<file path="config.mk">
export PLATFORM = sky130hd
export DESIGN_NAME = instruction_ram_loader
export DESIGN_NICKNAME = d
export VERILOG_FILES = /design/src/rtl/instruction_ram_loader.sv
export SDC_FILE = /design/constraint.sdc
export NUM_CORES = 1
export LEC_CHECK = 0
export BUFFER_PORTS_ARGS = -buffer_cell sky130_fd_sc_hd__buf_2
export CORE_MARGIN = 2
export CORE_UTILIZATION = 35
export DETAILED_ROUTE_END_ITERATION = 10
export GPL_ROUTABILITY_DRIVEN = 0
export PLACE_DENSITY = 0.62
export SYNTH_ARGS = -nofsm -noshare
export SYNTH_HDL_FRONTEND = slang
export SYNTH_SLANG_ARGS = --single-unit
</file>
<file path="constraint.sdc">
create_clock -name clock -period 3.3 [get_ports clock]
set_input_delay 0.495 -clock clock [delete_from_list [all_inputs] [get_ports clock]]
set_output_delay 0.495 -clock clock [all_outputs]
set_load 0.05 [all_outputs]
</file>
<file path="src/rtl/instruction_ram_loader.sv">
// Copies `length` source words into instruction RAM from dest_base; optional checksum port via INSTRUCTION_RAM_LOADER_CHECKSUM_EN.
// Latency: 3 cycles per word when src_read_valid arrives in the first WAIT cycle; done follows the last write by one cycle.
// Backpressure: one read outstanding; waits up to TIMEOUT_CYCLES for src_read_valid, then aborts with error.
module instruction_ram_loader #(
    parameter int DATA_WIDTH     = 32,
    parameter int I_ADDR_WIDTH   = 10,
    parameter int SRC_ADDR_WIDTH = 16,
    parameter int I_RAM_DEPTH    = 83,
    parameter int TIMEOUT_CYCLES = 15
) (
    input  logic                      clock,
    input  logic                      reset,
    input  logic                      start,
    input  logic [SRC_ADDR_WIDTH-1:0] src_base,
    input  logic [I_ADDR_WIDTH-1:0]   dest_base,
    input  logic [I_ADDR_WIDTH-1:0]   length,
    output logic                      src_read_request,
    output logic [SRC_ADDR_WIDTH-1:0] src_read_address,
    input  logic [DATA_WIDTH-1:0]     src_read_data,
    input  logic                      src_read_valid,
    output logic                      flag_write_i_ram,
    output logic [I_ADDR_WIDTH-1:0]   i_ram_writing_address,
    output logic [DATA_WIDTH-1:0]     i_ram_input,
    output logic                      busy,
    output logic                      done,
    output logic                      error
`ifdef INSTRUCTION_RAM_LOADER_CHECKSUM_EN
    ,
    output logic [DATA_WIDTH-1:0]     checksum
`endif
);

    localparam int TW = $clog2(TIMEOUT_CYCLES + 1);
    localparam logic [TW-1:0]         TIMER_LAST = TW'(TIMEOUT_CYCLES - 1);
    localparam logic [I_ADDR_WIDTH:0] DEPTH     = (I_ADDR_WIDTH + 1)'(I_RAM_DEPTH);

    typedef enum logic [2:0] {IDLE, REQUEST, WAIT, WRITE, DONE} state_t;

    state_t                    state;
    logic [SRC_ADDR_WIDTH-1:0] src_base_q;
    logic [I_ADDR_WIDTH-1:0]   dest_base_q;
    logic [I_ADDR_WIDTH-1:0]   length_q;
    logic [I_ADDR_WIDTH-1:0]   count;
    logic [TW-1:0]             timer;

    logic [I_ADDR_WIDTH:0]     dest_end;
    logic                      range_bad;
    logic [I_ADDR_WIDTH-1:0]   count_next;

    // One extra bit so a destination range running past the RAM cannot wrap back in.
    assign dest_end   = {1'b0, dest_base} + {1'b0, length};
    assign range_bad  = (length == '0) || (dest_end > DEPTH);
    assign count_next = count + I_ADDR_WIDTH'(1);

    always_ff @(posedge clock) begin
        if (reset) begin
            state                 <= IDLE;
            src_base_q            <= '0;
            dest_base_q           <= '0;
            length_q              <= '0;
            count                 <= '0;
            timer                 <= '0;
            src_read_request      <= 1'b0;
            src_read_address      <= '0;
            flag_write_i_ram      <= 1'b0;
            i_ram_writing_address <= '0;
            i_ram_input           <= '0;
            busy                  <= 1'b0;
            done                  <= 1'b0;
            error                 <= 1'b0;
`ifdef INSTRUCTION_RAM_LOADER_CHECKSUM_EN
            checksum              <= '0;
`endif
        end else begin
            case (state)
                IDLE: begin
                    if (start) begin
                        src_base_q  <= src_base;
                        dest_base_q <= dest_base;
                        length_q    <= length;
                        count       <= '0;
                        busy        <= 1'b1;
                        error       <= 1'b0;
`ifdef INSTRUCTION_RAM_LOADER_CHECKSUM_EN
                        checksum    <= '0;
`endif
                        if (range_bad) begin
                            error <= 1'b1;
                            state <= DONE;
                        end else begin
                            src_read_request <= 1'b1;
                            src_read_address <= src_base;
                            state            <= REQUEST;
                        end
                    end
                end
                REQUEST: begin
                    src_read_request <= 1'b0;
                    timer            <= '0;
                    state            <= WAIT;
                end
                WAIT: begin
                    if (src_read_valid) begin
                        flag_write_i_ram      <= 1'b1;
                        i_ram_writing_address <= dest_base_q + count;
                        i_ram_input           <= src_read_data;
                        state                 <= WRITE;
                    end else if (timer == TIMER_LAST) begin
                        error <= 1'b1;
                        state <= DONE;
                    end else begin
                        timer <= timer + TW'(1);
                    end
                end
                WRITE: begin
                    flag_write_i_ram <= 1'b0;
                    count            <= count_next;
`ifdef INSTRUCTION_RAM_LOADER_CHECKSUM_EN
                    checksum         <= checksum + i_ram_input;
`endif
                    if (count_next == length_q) begin
                        done  <= 1'b1;
                        state <= DONE;
                    end else begin
                        src_read_request <= 1'b1;
                        src_read_address <= src_base_q + SRC_ADDR_WIDTH'(count_next);
                        state            <= REQUEST;
                    end
                end
                DONE: begin
                    // Aborts enter without the pulse and raise it here; a completed copy enters with it set.
                    if (done) begin
                        done  <= 1'b0;
                        busy  <= 1'b0;
                        state <= IDLE;
                    end else begin
                        done <= 1'b1;
                    end
                end
                default: state <= IDLE;
            endcase
        end
    end

endmodule

</file>
# Word level (Yosys, flattened, before mapping)
# Index checks and enable logic that the tools add are counted.
[totals] mem_count=0 elab_cells=90 mem_bits_ro=0 ramBits=0 inputBits=72 latch_bits=0 reg_bits=116
[op_classes] add_sub_neg=5 n_eq_ne=16 div_mod_pow=0 n_bitwise=0 magnitude_cmp=1 n_shift=0 muxes=33 reduce_logical=21 mul=0
[op_table] operator="two-way mux 16 bit" n=3
[op_table] operator="case mux 16 bit (2 select lines)" n=1
[op_table] operator="case mux 10 bit (2 select lines)" n=1
[op_table] operator="two-way mux 3 bit" n=6
[op_table] operator="!= test 2 bit, second input constant" n=9
[op_table] operator="adder 16 x 10 -> 16 bit" n=1
[op_table] operator="case mux 3 bit (5 select lines)" n=1
[op_table] operator="two-way mux 1 bit" n=12
[op_table] operator="AND reduction 4 bit" n=3
[op_table] operator="nonzero test 2 bit" n=6
[op_table] operator="adder 10 x 10 -> 11 bit" n=1
[op_table] operator="greater-than comparator 11 x 7 -> 1 bit, second input constant" n=1
[op_table] operator="adder 10 x 1 -> 10 bit, second input constant" n=1
[op_table] operator="adder 10 bit" n=1
[op_table] operator="== test 10 bit" n=1
[op_table] operator="logical NOT 10 bit" n=1
[op_table] operator="two-way mux 10 bit" n=1
[op_table] operator="AND reduction 2 bit" n=5
[op_table] operator="AND reduction 3 bit" n=3
[op_table] operator="two-way mux 4 bit" n=2
[op_table] operator="case mux 1 bit (2 select lines)" n=4
[op_table] operator="case mux 4 bit (2 select lines)" n=1
[op_table] operator="== test 3 x 2 -> 1 bit, second input constant" n=2
[op_table] operator="adder 4 x 1 -> 4 bit, second input constant" n=1
[op_table] operator="8 further kinds" n=8

# Depth between registers and ports, before layout
[depth] word_depth=6 mapped_depth=15 depth_no_buf=13

# Worst setup path before layout
# No wires, ideal clock.
[synth_path] kind="reg-to-reg" start="register count[0]" end="register src_read_address[12]" path_stages_with_launch=16 slack_ns=0.086 arrival_time_ns=3.082 setup_ns=0.132 path_cell_list="dfxtp_1 > ha_1 > and3_1 > buf_2 > and3_1 > buf_6 > and3_1 > xor2_1 > ha_1 > and2_1 > o21a_1 > a311oi_1 > nor2_1 > xor2_1 > a21boi_0 > o32ai_1"
[synth_between] elab_chain_len=4
[synth_lines] element="start, declared" line="43" rtl="logic [I_ADDR_WIDTH-1:0] count;"
[synth_lines] element="start signal, assigned" line="117" rtl="count <= count_next;"
[synth_lines] element="adder 10 x 1 -> 10 bit *" line="53" rtl="assign count_next = count + I_ADDR_WIDTH'(1);"
[synth_lines] element="adder 16 x 10 -> 16 bit or == test 10 bit (tied branches)" line="126, 121"
[synth_lines] element="two-way mux 16 bit or != test 2 bit (tied branches)"
[synth_lines] element="case mux 16 bit (2 select lines) or AND reduction 4 bit (tied branches)"
[synth_lines] element="end signal, assigned" line="92" rtl="src_read_address <= src_base;"
[synth_lines] element="end signal, assigned" line="126" rtl="src_read_address <= src_base_q + SRC_ADDR_WIDTH'(count_next);"
[synth_lines] element="end, declared" line="18" rtl="output logic [SRC_ADDR_WIDTH-1:0] src_read_address,"
# Mark *: on every way between the ends. The rest lies on a longest branch, timed or not. The select of a mux whose other input is x is not followed.
# A chain may end at the register's enable or synchronous reset.

# Worst setup path in the final report
[layout_path] start="register count[0]" end="register src_read_address[15]"
# The elaborated chain is that of the path after synthesis.

==> summary.md <==
| Metric | Value |
|---|---|
| Status | finished clean |
| WHS | 0.3184 ns |
| FP Rows | 48 |
| Post-synth EDFFs | 0 |
| Critical path type | reg2reg |
| Clock slew at reported path FFs | 0.06 ns |
| Antenna Violating Nets Remaining | 0 |
| Core outline area | approximately 17000 um^2 |
| Placed insts | 1124 |
| Root Driver | clkbuf_16 |
| Pre-CTS WS | roughly 0.13 ns |
| Antenna diodes | 0 |
| Initial antenna violation count | 0 |
| Die width | 137.6 um |
| Final core occ | 44.46% |
| WHS Endpoint | i_ram_input[6] |
| Gr usage total | ~17% |
| Avg Inst Size Synth | approximately 7.8 um^2 |
| Unrepaired setup endpoints after global routing | false |
| DRT Pass-1 Iters | 5 |
| Worst path max stage delay | between 0.4 and 0.5 ns |
| Total global routing overflow | 0 |
| Layout cells sized above 1 | a little over a fifth |
| Crit start category | register |
| Dominant cell type by area after synthesis | dfxtp_1 |
| Final net count | 1025 |
| Placed inst area | 7077 um^2 |
| Hold depth | 3 |
| Crit path cell chain | ha_1 -> and3_1 -> and3_1 -> buf_4 -> xor2_1 -> ha_1 -> nand2_1 -> o21ai_0 -> nand3_1 -> a2111oi_0 -> o31ai_1 -> mux2i_1 |
| Routed vias/inst | around 5.1 |
| Post-synth cell types | 67 |
| DIE AREA | 18940 um^2 |
| DP HPWL | 11920 um |
| Critical Path Fanout Max | 5 |
| Total CTS buffers | 17 |
| # Post-CTS Setup Buffers | 0 |
| Max cap viols | 0 |
| Non-filler cells, final | 1156 |
| Fin worst setup slack | 0.2515 ns |
| Longest Clk Path Bufs | 2 |
| Worst ir drop on vdd | between 0.3 and 0.4 mV |
| Period Utilization, post-route | 92.38% |
| Number of global-route vias before repair | 5142 |
| PD cells | 588.0 nW/um^2 |
| Mapped Nets | 909 |
| Synthesis-stage register bit count | 116 |
| Reg2reg path depth | 12 |
| Fillers | 1782 |
| R2R Setup Slk | 0.25 ns |
| Final Hold Fails | 0 |
| Minimum clock period | 3.048 ns |
| Routed vias | 5855 |
| CP endpoint kind | register |
| Arrival @ worst endpoint | 3.39 ns |
| Reg2reg end | src_read_address[15] |
| PortBufs | 134 |
| Max Fclk | 328.0 MHz |
| Mapped Cells | 802 |
| DRC errors left | 0 |
| IO Pins | between 100 and 150 |
| Worst hold path class | in2reg |
| DRT iter0 DRCs | between 300 and 400 |
| RR Startpoint | count[0] |
| Worst Skew | 0.01061 ns |
| Worst-Skew Late Latency | 0.41 ns |
| Mapped Area | approximately 6300 um^2 |
| LEAKAGE | 3.395 nW |
| Crit path max-delay cell type | a2111oi_0 |
| DR WL/cell | 14.24 um |
| Synth top cells by count | 196 x nand2_1, 116 x dfxtp_1, 103 x a21oi_1 |
| Clock sink total | 116 |
| Worst Hold Launch | src_read_data[6] |
| H-tree depth | 4 |
| Area added between synthesis and finish | 23.46% |
| CTS tree | done |
| Fin Setup TNS | 0 ns |
| First-pass GRT wire length | 25900 um |
| Synth top area cells | dfxtp_1 37%, nand2_1 12%, a21oi_1 8.2% |
| Yosys top cell area share | 37.15% |
| Die height | 137.6 um |
| Initial Util | 36.01% |
| Post-route cell area | 7717 um^2 |
| Setup violators final | 0 |
| Routed wire length | ~16000 um |
| Slew HR | 52.32% |
| Most common cell in the netlist | nand2_1 |
| Largest net degree at the start of global routing | 66 |
| Overall power | 4.538 mW |
| Seq/Total Area, Yosys | ~37% |
| Main flop type after synthesis | dfxtp_1 |
| Max-slew violation count | 0 |
| Critical path required time | roughly 3.6 ns |
| Slew @ Worst Pin | 0.7108 ns |
| Synth warnings | 0 |
| Fraction of registers with async set or reset after synthesis | 0% |
-- layout make-up --
cell class	count	area, um^2	area share [%]
Clock inverter	14	200.2	2.594
Inverter	16	60.06	0.7782
Sequential cell	116	2323	30.11
Tap cell	225	281.5	3.648
Multi-Input combinational cell	619	3635	47.10
Clock buffer	18	439.2	5.691
Timing Repair Buffer	148	778.2	10.08
-- logic make-up after synthesis --
kind of cell / count (synthesis) / share of synthesized area, %
adders and majority gates: 35 / 7.366
and+or+nand+nor: 325 / 22.50
AOI/OAI and AO/OA: 207 / 20.40
buffers and inverters: 67 / 4.703
DFF: 116 / 37.15
muxes: 14 / 2.342
xor gates and xnor gates: 38 / 5.544
-- cells in the final DEF (no fill, tap or decap), types with 6 or more instances in the layout --
cell / count
xnor2_1: 18
inv_1: 15
nor2b_1: 6
buf_4: 15
nor3_1: 15
a21oi_1: 103
dfxtp_1: 115
nand3_1: 10
and3_1: 7
xor2_1: 19
o21ai_0: 28
mux2i_1: 12
nand2_1: 196
a31oi_1: 8
a211oi_1: 9
buf_2: 133
ha_1: 32
and2_1: 6
nor2_1: 54
a21o_1: 8
clkbuf_16: 17
-- how the worst max path moves through the flow --
stage                             from              endpoint  slack [ns]  cells past startpoint
after floorplan               count[0]  src_read_address[12]        0.09                     15
after CTS                     count[0]  src_read_address[14]        0.23                     14
after global placement    dest_base[0]   src_read_address[2]        0.19                     11
after global routing          count[1]  src_read_address[14]        0.02                     14
after detailed placement     length[0]  src_read_address[15]        0.13                     11
final                         count[0]  src_read_address[15]        0.25                     12
-- metal layers --
layer / wire [um] / track usage [%] / share of wire, %
met3: 682 / 4.010 / 4.1
met4: 211 / 4.811 / 1.3
met5: 0 / 0 / 0
met1: 8118 / 23.96 / 49
met2: 7450 / 26.81 / 45
-- registers in the layout, indices dropped and copies added (netlist names) --
signal	flops
timer	4
length_q	10
error	1
i_ram_input	32
state	3
count	10
flag_write_i_ram	1
src_base_q	16
busy	1
i_ram_writing_address	10
src_read_request	1
done	1
src_read_address	16
dest_base_q	10
-- critical path: cells and delay by family (launching register included) --
family	cells	cell delay [ns]
AND/OR/NAND/NOR	4	0.70
AO/OA/AOI/OAI	3	0.94
adder cells (fa/ha/maj)	2	0.59
buffers and inverters	1	0.16
XOR/XNOR	1	0.14
multiplexers	1	0.15
flip-flops	1	0.31
-- what timing repair did --
action | in CTS | in global routing
gates resized for setup | 0 | 1
setup endpoints to repair | 0 | 2
hold buffers | 0 | 0
-- report_power, final --
group	internal (mW)	switching, mW	total [mW]	leakage (nW)
Clock	1.29	0.697	1.99	0.304
Combinational	0.311	0.614	0.926	2.15
Sequential	1.52	0.102	1.62	0.943
Total	3.12	1.41	4.54	3.39
No activity file was read; power rests on OpenSTA's default activity.
